### config.mk
export PLATFORM = sky130hd
export DESIGN_NAME = key_debounce4_flat
export DESIGN_NICKNAME = d
export VERILOG_FILES = /design/src/rtl/key_debounce4_if.sv /design/src/rtl/key_debounce4.sv /design/src/flat_wrapper.sv
export SDC_FILE = /design/constraint.sdc
export NUM_CORES = 1
export LEC_CHECK = 0
export BUFFER_PORTS_ARGS = -buffer_cell sky130_fd_sc_hd__buf_2
export CORE_MARGIN = 3
export CORE_UTILIZATION = 58
export CTS_BUF_LIST = sky130_fd_sc_hd__clkbuf_2
export DETAILED_ROUTE_END_ITERATION = 12
export GPL_TIMING_DRIVEN = 0
export PLACE_DENSITY = 0.75
export RECOVER_POWER = 25
export SYNTH_ARGS = -nofsm -noshare
export SYNTH_HDL_FRONTEND = slang
export SYNTH_SLANG_ARGS = --single-unit
### constraint.sdc
create_clock -name clk -period 2.3 [get_ports clk]
set_input_delay 0.23 -clock clk [delete_from_list [all_inputs] [get_ports clk]]
set_output_delay 0.23 -clock clk [all_outputs]
set_load 0.03 [all_outputs]
### src/rtl/key_debounce4_if.sv
// Bundles the raw push-button pins with the debounced level and event pulses.
// key: raw active-low pins into the debouncer; key_state/key_press/key_release/key_long: its outputs.
// master = the board/pin side that drives key; slave = the debouncer.
interface key_debounce4_if;
    logic [3:0] key;
    logic [3:0] key_state;
    logic [3:0] key_press;
    logic [3:0] key_release;
    logic [3:0] key_long;

    modport master (
        output key,
        input  key_state,
        input  key_press,
        input  key_release,
        input  key_long
    );

    modport slave (
        input  key,
        output key_state,
        output key_press,
        output key_release,
        output key_long
    );
endinterface

### src/rtl/key_debounce4.sv
// Debounces four active-low push-buttons into a level plus press/release/long-press pulses.
// Latency: press/release visible T_DB+2 edges after the first edge sampling the new pin level.
// No backpressure: pulses are single-cycle and are not held for a consumer.
//
// Ports: clk, rst_n (synchronous, active-low), kb (slave modport):
//   kb.key raw pins (0 = pressed), kb.key_state debounced level (1 = pressed),
//   kb.key_press / kb.key_release / kb.key_long one-cycle event pulses per key.
module key_debounce4 #(
    parameter int T_DB   = 1_000_000,
    parameter int T_LONG = 50_000_000
) (
    input  logic           clk,
    input  logic           rst_n,
    key_debounce4_if.slave kb
);

    typedef enum logic [1:0] {
        IDLE    = 2'd0,
        PWAIT   = 2'd1,
        PRESSED = 2'd2,
        RWAIT   = 2'd3
    } state_t;

    localparam logic [25:0] DB_LAST   = 26'(T_DB - 1);
    localparam logic [25:0] LONG_LAST = 26'(T_LONG - 1);

    // Two-flop synchronizer; key_s_q is the only view of the pins the FSMs use.
    logic [3:0]  sync1_q, sync1_d;
    logic [3:0]  key_s_q, key_s_d;

    state_t      state_q [4];
    state_t      state_d [4];
    logic [25:0] cnt_q   [4];
    logic [25:0] cnt_d   [4];
    logic [3:0]  long_done_q, long_done_d;

    logic [3:0]  key_state_q,   key_state_d;
    logic [3:0]  key_press_q,   key_press_d;
    logic [3:0]  key_release_q, key_release_d;
    logic [3:0]  key_long_q,    key_long_d;

    always_comb begin
        sync1_d       = kb.key;
        key_s_d       = sync1_q;
        long_done_d   = long_done_q;
        key_state_d   = key_state_q;
        key_press_d   = 4'b0000;
        key_release_d = 4'b0000;
        key_long_d    = 4'b0000;
        for (int i = 0; i < 4; i++) begin
            state_d[i] = state_q[i];
            cnt_d[i]   = cnt_q[i];
        end

        for (int i = 0; i < 4; i++) begin
            case (state_q[i])
                IDLE: begin
                    cnt_d[i]       = '0;
                    key_state_d[i] = 1'b0;
                    if (!key_s_q[i]) begin
                        state_d[i] = PWAIT;
                    end
                end
                PWAIT: begin
                    if (key_s_q[i]) begin
                        // Bounce: drop back silently.
                        state_d[i] = IDLE;
                        cnt_d[i]   = '0;
                    end else if (cnt_q[i] == DB_LAST) begin
                        state_d[i]     = PRESSED;
                        cnt_d[i]       = '0;
                        long_done_d[i] = 1'b0;
                        key_state_d[i] = 1'b1;
                        key_press_d[i] = 1'b1;
                    end else begin
                        cnt_d[i] = 26'(cnt_q[i] + 26'd1);
                    end
                end
                PRESSED: begin
                    if (key_s_q[i]) begin
                        state_d[i] = RWAIT;
                        cnt_d[i]   = '0;
                    end else if (cnt_q[i] < LONG_LAST) begin
                        cnt_d[i] = 26'(cnt_q[i] + 26'd1);
                    end else if (!long_done_q[i]) begin
                        // Counter parks at LONG_LAST; long_done stops a repeat.
                        key_long_d[i]  = 1'b1;
                        long_done_d[i] = 1'b1;
                    end
                end
                RWAIT: begin
                    if (!key_s_q[i]) begin
                        // Release bounce: resume holding, long_done kept so no repeat event.
                        state_d[i] = PRESSED;
                        cnt_d[i]   = '0;
                    end else if (cnt_q[i] == DB_LAST) begin
                        state_d[i]       = IDLE;
                        cnt_d[i]         = '0;
                        key_state_d[i]   = 1'b0;
                        key_release_d[i] = 1'b1;
                    end else begin
                        cnt_d[i] = 26'(cnt_q[i] + 26'd1);
                    end
                end
                default: begin
                    state_d[i]     = IDLE;
                    cnt_d[i]       = '0;
                    key_state_d[i] = 1'b0;
                end
            endcase
        end
    end

    always_ff @(posedge clk) begin
        if (!rst_n) begin
            sync1_q       <= 4'b1111;
            key_s_q       <= 4'b1111;
            long_done_q   <= 4'b0000;
            key_state_q   <= 4'b0000;
            key_press_q   <= 4'b0000;
            key_release_q <= 4'b0000;
            key_long_q    <= 4'b0000;
            for (int i = 0; i < 4; i++) begin
                state_q[i] <= IDLE;
                cnt_q[i]   <= '0;
            end
        end else begin
            sync1_q       <= sync1_d;
            key_s_q       <= key_s_d;
            long_done_q   <= long_done_d;
            key_state_q   <= key_state_d;
            key_press_q   <= key_press_d;
            key_release_q <= key_release_d;
            key_long_q    <= key_long_d;
            for (int i = 0; i < 4; i++) begin
                state_q[i] <= state_d[i];
                cnt_q[i]   <= cnt_d[i];
            end
        end
    end

    assign kb.key_state   = key_state_q;
    assign kb.key_press   = key_press_q;
    assign kb.key_release = key_release_q;
    assign kb.key_long    = key_long_q;

endmodule

### src/flat_wrapper.sv
// flat-port wrapper written by rule: the top's interface ports become plain ports
module key_debounce4_flat 
#(
    parameter int T_DB   = 1_000_000,
    parameter int T_LONG = 50_000_000
)
  (clk, rst_n, kb_key, kb_key_state, kb_key_press, kb_key_release, kb_key_long);
  key_debounce4_if kb_i ();
  input  logic clk;
  input  logic rst_n;
  input wire logic [$bits(kb_i.key)-1:0] kb_key;
  output wire logic [$bits(kb_i.key_state)-1:0] kb_key_state;
  output wire logic [$bits(kb_i.key_press)-1:0] kb_key_press;
  output wire logic [$bits(kb_i.key_release)-1:0] kb_key_release;
  output wire logic [$bits(kb_i.key_long)-1:0] kb_key_long;
  assign kb_i.key = kb_key;
  assign kb_key_state = kb_i.key_state;
  assign kb_key_press = kb_i.key_press;
  assign kb_key_release = kb_i.key_release;
  assign kb_key_long = kb_i.key_long;
  key_debounce4 #(.T_DB(T_DB), .T_LONG(T_LONG)) u_core (.clk(clk), .rst_n(rst_n), .kb(kb_i));
endmodule
==> results by group, run 1 <==
Outcome
  – Run status: finished clean

Power and ir drop
  – Overall Power: 3.98 mW
  – Leak: 2.38 nW
  – Max VDD drop: 0.000514 V
  – PD cells: 522 nW/um2

Detailed routing
  – Per-cell routed wire length: 15.9 um
  – DR top layer: met4
  – Antenna Nets Post-Route: 0
  – Routed vias/inst: 6.02
  – Metal1 wirelength: 7350 um
  – DR WL met2: 7780 um
  – Drt drc: 0
  – Met3 routed WL: 837 um
  – First-pass iteration count of the detailed router: 5
  – Routed wire length: 16,300 um
  – Via count: 6,184
  – Initial DRC count: 478

Place
  – Port bufs: 20
  – DP Worst Slack: -225 ps
  – Final RePlAce weighted congestion: 0.961
  – DP Wirelength: 10,700 um

Timing
  – Final Slew Violations: 0
  – WHS: 194 ps
  – Post-layout min period: 2230 ps
  – Final worst-path cycle share: 97.1%
  – Fin worst setup slack: 66.7 ps
  – Final Hold Viols: 0
  – Max_slew headroom: 60.1%
  – Final Setup Violations: 0
  – Max Clock Freq: 448 MHz
  – Slew @ Worst Pin: 598 ps
  – RSZ-0062 raised after global routing: true
  – Worst Skew: 31.9 ps

GRT
  – Vias in the first global route: 5,778
  – Total gr overflow: 0
  – Largest net degree at the start of global routing: 17
  – First-pass GRT wire length: 26,700 um
  – Gr usage total: 25.0%
  – Initial antenna violation count: 1

Clock tree
  – CTS H-tree lvls: 4
  – Worst-Skew Late Latency: 730 ps
  – CTS tree: yes
  – CTS Buffer Depth: 2
  – Clk pin slew, worst setup/hold paths: 220 ps
  – CTS root buf: clkbuf_2
  – Clk sink count: 140
  – CTS buffer count: 17

Worst setup path
  – Delay-heaviest family, CP: simple AND/OR/NAND/NOR gates
  – Worst EP required: 2910 ps
  – WP data arrival: 2850 ps
  – CP cell instances: ha_2 -> nand2_1 -> or4b_4 -> o32ai_1 -> and2_4 -> buf_2 -> a21oi_1
  – Worst r2r src: u_core.cnt_q[0][79]
  – Worst Path Buf+Inv: 1
  – CP startpoint kind: flip-flop
  – Crit path largest cell delay: 530 ps
  – Critical path's slowest cell: or4b_4
  – Flop-to-flop setup slack: 70 ps
  – CP Max Fanout: 10
  – Critical Path End Type: flip-flop
  – R2r endpoint: u_core.cnt_q[0][98]
  – Crit path kind: flip-flop to flip-flop
  – R2R depth: 7

Die
  – Die Wd: 114 um
  – Initial core utilization: 60.7%
  – Row count: 38
  – Die Y: 114 um
  – Die area: 13,000 um2
  – I/O Pins: 22
  – Core Region: 11,100 um2

Logic synthesis
  – Register area share after synthesis: 41.5%
  – Unique masters post-synth: 58
  – Synth Warn #: 0
  – FF+latch count, synth: 140
  – Post-synth top flop: dfxtp_1
  – Mapped Avg Cell Area: 8.23 um2
  – Post-synth EDFFs: 0
  – Synth Net Count: 830
  – Post-synthesis cell area: 6750 um2
  – Ys async rst share: 0%
  – Post-Synthesis Cells: 820

Cells and area
  – Synth-to-layout area growth: 12.9%
  – Fillers: 943
  – Share of layout cells above drive strength 1: 13.3%
  – NumNets Final: 883

Min path
  – Hold Path End: u_core.key_s_d[3]
  – Hold crit path type: input port to flip-flop
  – Hold depth: 3
  – Hold Startpoint: kb_key[3]

Flow run
  – MaxCap Viol Count: 0
[where the power goes]
part           leakage (nW)  switching (mW)  internal (mW)
Clock                 0.152           0.894          0.595
Combinational          1.09          0.0264         0.0202
Sequential             1.14         0.00636           2.44
Total                  2.38           0.926           3.05
[cells in the final DEF (no fill, tap or decap), types with 11 or more instances in the layout]
cell        n
and3_1     25
buf_2      11
clkbuf_1   30
clkbuf_2   23
a21oi_1    60
nand3_1    50
or3_1      28
nor4_1     15
xor2_1     18
xnor2_1    47
o21ai_0    36
inv_1      16
dfxtp_1   125
nor3_1     24
nor2_1     98
dfxtp_2    14
nand4_1    32
nand2_1    61
o31ai_1    11
buf_4      16
[state kept, by name (all words and copies together) (netlist names), named ones only]
signal / flops
u_core.key_s_q: 4
u_core.kb.key_release: 4
u_core.kb.key_long: 4
u_core.cnt_q: 104
u_core.kb.key_press: 4
u_core.long_done_q: 4
u_core.state_q: 4
u_core.kb.key_state: 4
u_core.key_s_d: 4
[cell usage after synthesis (19+ instances only)]
cell | number | area share (%)
dfxtp_1 | 140 | 42
nor2_1 | 98 | 5.5
nand2_1 | 62 | 3.4
a21oi_1 | 61 | 4.5
nand3_1 | 51 | 3.8
xnor2_1 | 47 | 6.1
o21ai_0 | 37 | 2.7
nand4_1 | 32 | 3.0
or3_1 | 28 | 2.6
clkbuf_1 | 26 | 1.4
and3_1 | 25 | 2.3
nor3_1 | 25 | 1.9
nor4_1 | 19 | 1.8
[routing by layer]
layer | GRT usage [%] | up-vias
met5 | 0 | -
li1 | - | 3074
met1 | 33.0 | 2878
met3 | 6.26 | 36
met4 | 9.82 | 0
met2 | 39.7 | 196
[worst max path at each step]
stage | start | end | cells after the start
2_1_floorplan | u_core.cnt_q[0][78] | u_core.cnt_q[0][78] | 8
3_3_place_gp | u_core.cnt_q[0][78] | u_core.long_done_q[3] | 7
3_5_place_dp | u_core.cnt_q[0][78] | u_core.cnt_q[0][88] | 8
4_1_cts | u_core.cnt_q[0][78] | u_core.cnt_q[0][88] | 7
5_1_grt | u_core.cnt_q[0][12] | u_core.cnt_q[0][11] | 8
6_report | u_core.cnt_q[0][79] | u_core.cnt_q[0][98] | 7
[worst min-delay path: stages]
cell           delay (ps)
dlygate4sd3_1         520
buf_2                  90
nand2b_1               80
[final cells by class]
type                       instances  area (um2)  share of cell area [%]
clock buffer                      18        90.1                    1.18
tap                              140         175                    2.30
multi-input combinational        623        3890                    51.0
antenna                            1        2.50                  0.0328
buffer                            37         199                    2.61
timing repair buffer              38         228                    2.99
inverter                          16        60.1                   0.788
sequential                       140        2820                    37.1
clock inverter                    14         153                    2.00
[kinds of logic after synthesis]
kind of cell,Yosys count,synth area share [%]
flops,140,41.5
fa+ha+maj,4,0.742
buf+inv,57,3.61
simple gates,404,31.6
compound gates,144,13.2
mux,6,0.890
xor+xnor,65,8.44
[metrics by stage]
| step | setup TNS (ps) | util (%) | cells | cell area, um2 |
|---|---|---|---|---|
| after global routing | -2370 | 68.5 | 1027 | 7620 |
| after floorplan | 0 | - | 820 | 6750 |
| after global placement | -7510 | 63.1 | 980 | 7020 |
| after CTS | 0 | 66.7 | 1021 | 7420 |
| after detailed placement | -11460 | 63.1 | 980 | 7020 |
| final | 0 | 68.5 | 1027 | 7620 |
[what timing repair did]
item	in CTS	in global routing
pin swaps	4	8
cloned	0	0
hold buffers	5	0
setup endpoints to repair	96	105
buffers inserted	5	8
endpoints found under the hold margin	5	0
gates resized for setup	20	51
Power figures use the tool's default switching activity.
==> inputs of run 2 (changes only) <==
--- a/config.mk
+++ b/config.mk
@@ -6,13 +6,13 @@
 export NUM_CORES = 1
 export LEC_CHECK = 0
 export BUFFER_PORTS_ARGS = -buffer_cell sky130_fd_sc_hd__buf_2
-export CORE_MARGIN = 3
 export CORE_UTILIZATION = 58
 export CTS_BUF_LIST = sky130_fd_sc_hd__clkbuf_2
 export DETAILED_ROUTE_END_ITERATION = 12
 export GPL_TIMING_DRIVEN = 0
 export PLACE_DENSITY = 0.75
 export RECOVER_POWER = 25
+export SETUP_SLACK_MARGIN = 0.1
 export SYNTH_ARGS = -nofsm -noshare
 export SYNTH_HDL_FRONTEND = slang
 export SYNTH_SLANG_ARGS = --single-unit
==> constraint.sdc (replaced) <==
create_clock -name clk -period 2 [get_ports clk]
set_input_delay 0.2 -clock clk [delete_from_list [all_inputs] [get_ports clk]]
set_output_delay 0.2 -clock clk [all_outputs]
set_load 0.03 [all_outputs]
==> run 2 against run 1 <==
Against the previous run: the run now ends with setup timing left; power is 9.2% higher; sequential power is 14% higher; clock power hardly changed; flip-flop and latch count stayed put; count of clock-buffer cells in the layout stayed put; non-clock buffer count is 81 higher; die area is 6.9% lower; sequential share of layout area is 7.1 points lower; utilization is 17 points higher; hold slack worse by 120 ps; critical endpoint is now u_core.cnt_q[0][64]; largest power group unchanged.
==> results by group, run 2 (synthesis results as in run 1) <==
Outcome
  – Run status: finished with violations
  – Failing checks: setup timing

Power and ir drop
  – Leak: 3.18 nW
  – Max VDD drop: 0.000483 V
  – Overall Power: 4.34 mW
  – PD cells: 445 nW/um2

Worst setup path
  – Crit path largest cell delay: 560 ps
  – CP Max Fanout: 5
  – Critical Path End Type: flip-flop
  – WP data arrival: 3090 ps
  – R2r endpoint: u_core.cnt_q[0][64]
  – Worst r2r src: u_core.cnt_q[0][59]
  – Worst EP required: 2650 ps
  – CP cell instances: or4_4 -> a311oi_4 -> buf_4 -> o211ai_4 -> buf_6 -> a211oi_2 -> xnor2_1 -> nor2_1
  – Crit path kind: flip-flop to flip-flop
  – Worst setup path startpoint: u_core.cnt_q[0][59]
  – R2R depth: 8
  – Flop-to-flop setup slack: -440 ps
  – CP startpoint kind: flip-flop
  – Critical path's slowest cell: or4_4

Die
  – Die Y: 110 um
  – Die area: 12,100 um2
  – Initial core utilization: 59.4%
  – I/O Pins: 22
  – Die Wd: 110 um
  – Row count: 39
  – Core Region: 11,400 um2

Place
  – DP Wirelength: 11,100 um
  – Port bufs: 20
  – Final RePlAce weighted congestion: 0.936
  – Dpl cells: 983
  – DP Worst Slack: -398 ps

Min path
  – Hold Startpoint: rst_n
  – Hold crit path type: input port to flip-flop
  – Hold depth: 4
  – Hold Path End: u_core.state_q[0][0]

Clock tree
  – CTS tree: yes
  – Worst-Skew Late Latency: 770 ps
  – CTS root buf: clkbuf_2
  – CTS H-tree lvls: 4
  – Clk sink count: 140
  – CTS buffer count: 17
  – CTS Buffer Depth: 2
  – Clk pin slew, worst setup/hold paths: 230 ps

Cells and area
  – NumNets Final: 966
  – Synth-to-layout area growth: 44.6%
  – Commonest non-fill, non-tap cells in the layout: dfxtp_1, nor2_1, nand2_1, buf_4, nand3_1
  – Max reg flops: 104
  – Non-filler cells, final: 1,108
  – Commonest non-fill, non-tap cell in the layout: dfxtp_1
  – Multi-input gate area: 4910 um2
  – Share of layout cells above drive strength 1: 43.6%
  – Antenna Cells: 0
  – Fillers: 593
  – Sequential cell area: 2920 um2
  – Reg with most FFs: u_core.cnt_q

Timing
  – Final Setup Violations: 104
  – Max Clock Freq: 411 MHz
  – Final Slew Violations: 0
  – Final worst-path cycle share: 122%
  – Fin worst setup slack: -436 ps
  – Max_slew headroom: 46.5%
  – Worst Skew: 43.7 ps
  – RSZ-0062 raised after global routing: true
  – Final Hold Viols: 0
  – Post-layout min period: 2440 ps
  – Slew @ Worst Pin: 802 ps

Detailed routing
  – Per-cell routed wire length: 22.3 um
  – Routed vias/inst: 6.71
  – Initial DRC count: 1,029
  – Routed wire length: 24,800 um
  – First-pass iteration count of the detailed router: 6
  – Via count: 7,433
  – Antenna Nets Post-Route: 0
  – Drt drc: 0

GRT
  – Vias in the first global route: 6,470
  – Initial antenna violation count: 0
  – Gr usage total: 32.9%
  – Largest net degree at the start of global routing: 17
  – First-pass GRT wire length: 30,800 um
  – Total gr overflow: 0

Flow run
  – MaxCap Viol Count: 0
==> run 2: cell types whose count changed in the layout (fill, tap and decap cells not counted), sizes merged <==
cell,change
buf,+88
bufinv,-2
clkinvlp,+1
diode,-1
clkinv,-3
o211ai,+1
clkbuf,-9
dlygate4sd3,+2
o21ai,+1
==> run 2: how the worst max path moves through the flow <==
stage / end
final: u_core.cnt_q[0][64]
after global routing: u_core.cnt_q[0][64]
after CTS: u_core.cnt_q[0][49]
after detailed placement: u_core.cnt_q[0][49]
after global placement: u_core.cnt_q[0][43]
after floorplan: u_core.cnt_q[0][41]
==> run 2: stage by stage <==
step	setup TNS, ps	utilization, %	hold WS, ps	area, um2
6_report	-13000	85.8	73.4	9760
5_1_grt	-19580	85.8	50.4	9760
4_1_cts	-2910	76.3	24.7	8670
3_5_place_dp	-25670	63.7	386	7240
3_3_place_gp	-21650	63.7	380	7240
2_1_floorplan	-1220	-	301	6960
==> run 2: per-layer routing <==
metal	up-vias	wire length, um	track usage [%]
met5	-	0	0
met4	0	1370	15.6
met3	148	2150	8.24
met2	506	11900	54.0
met1	3532	9310	40.1
li1	3247	-	-
==> run 2: what timing repair did <==
| item | in CTS | in global routing |
|---|---|---|
| setup buffers | 55 | 24 |
| pin swaps | 96 | 74 |
| endpoints found under the hold margin | 8 | 2 |
| hold buffers | 6 | 1 |
| endpoints found under the setup margin | 116 | 128 |
| cloned | 8 | 6 |
| resized for setup | 184 | 215 |
==> run 2: area by class of cell <==
| cell class | instances | area share, % |
|---|---|---|
| Multi-Input combinational cell | 625 | 50.4 |
| Sequential cell | 140 | 29.9 |
| Buffer | 40 | 3.99 |
| Tap cell | 143 | 1.83 |
| Inverter | 16 | 0.616 |
| Clock inverter | 10 | 0.821 |
| Clock buffer | 18 | 0.923 |
| Timing Repair Buffer | 116 | 11.5 |
==> run 2: critical path: cells and delay by family (launching register included) <==
| family | cells | cell delay [ps] |
|---|---|---|
| compound gates | 3 | 720 |
| flops | 1 | 370 |
| buf+inv | 2 | 410 |
| simple gates | 2 | 620 |
| xor+xnor | 1 | 210 |
==> run 2: power by group <==
group          switching, mW  internal (mW)
Clock                   1.07          0.408
Sequential           0.00923           2.78
Combinational         0.0426         0.0313
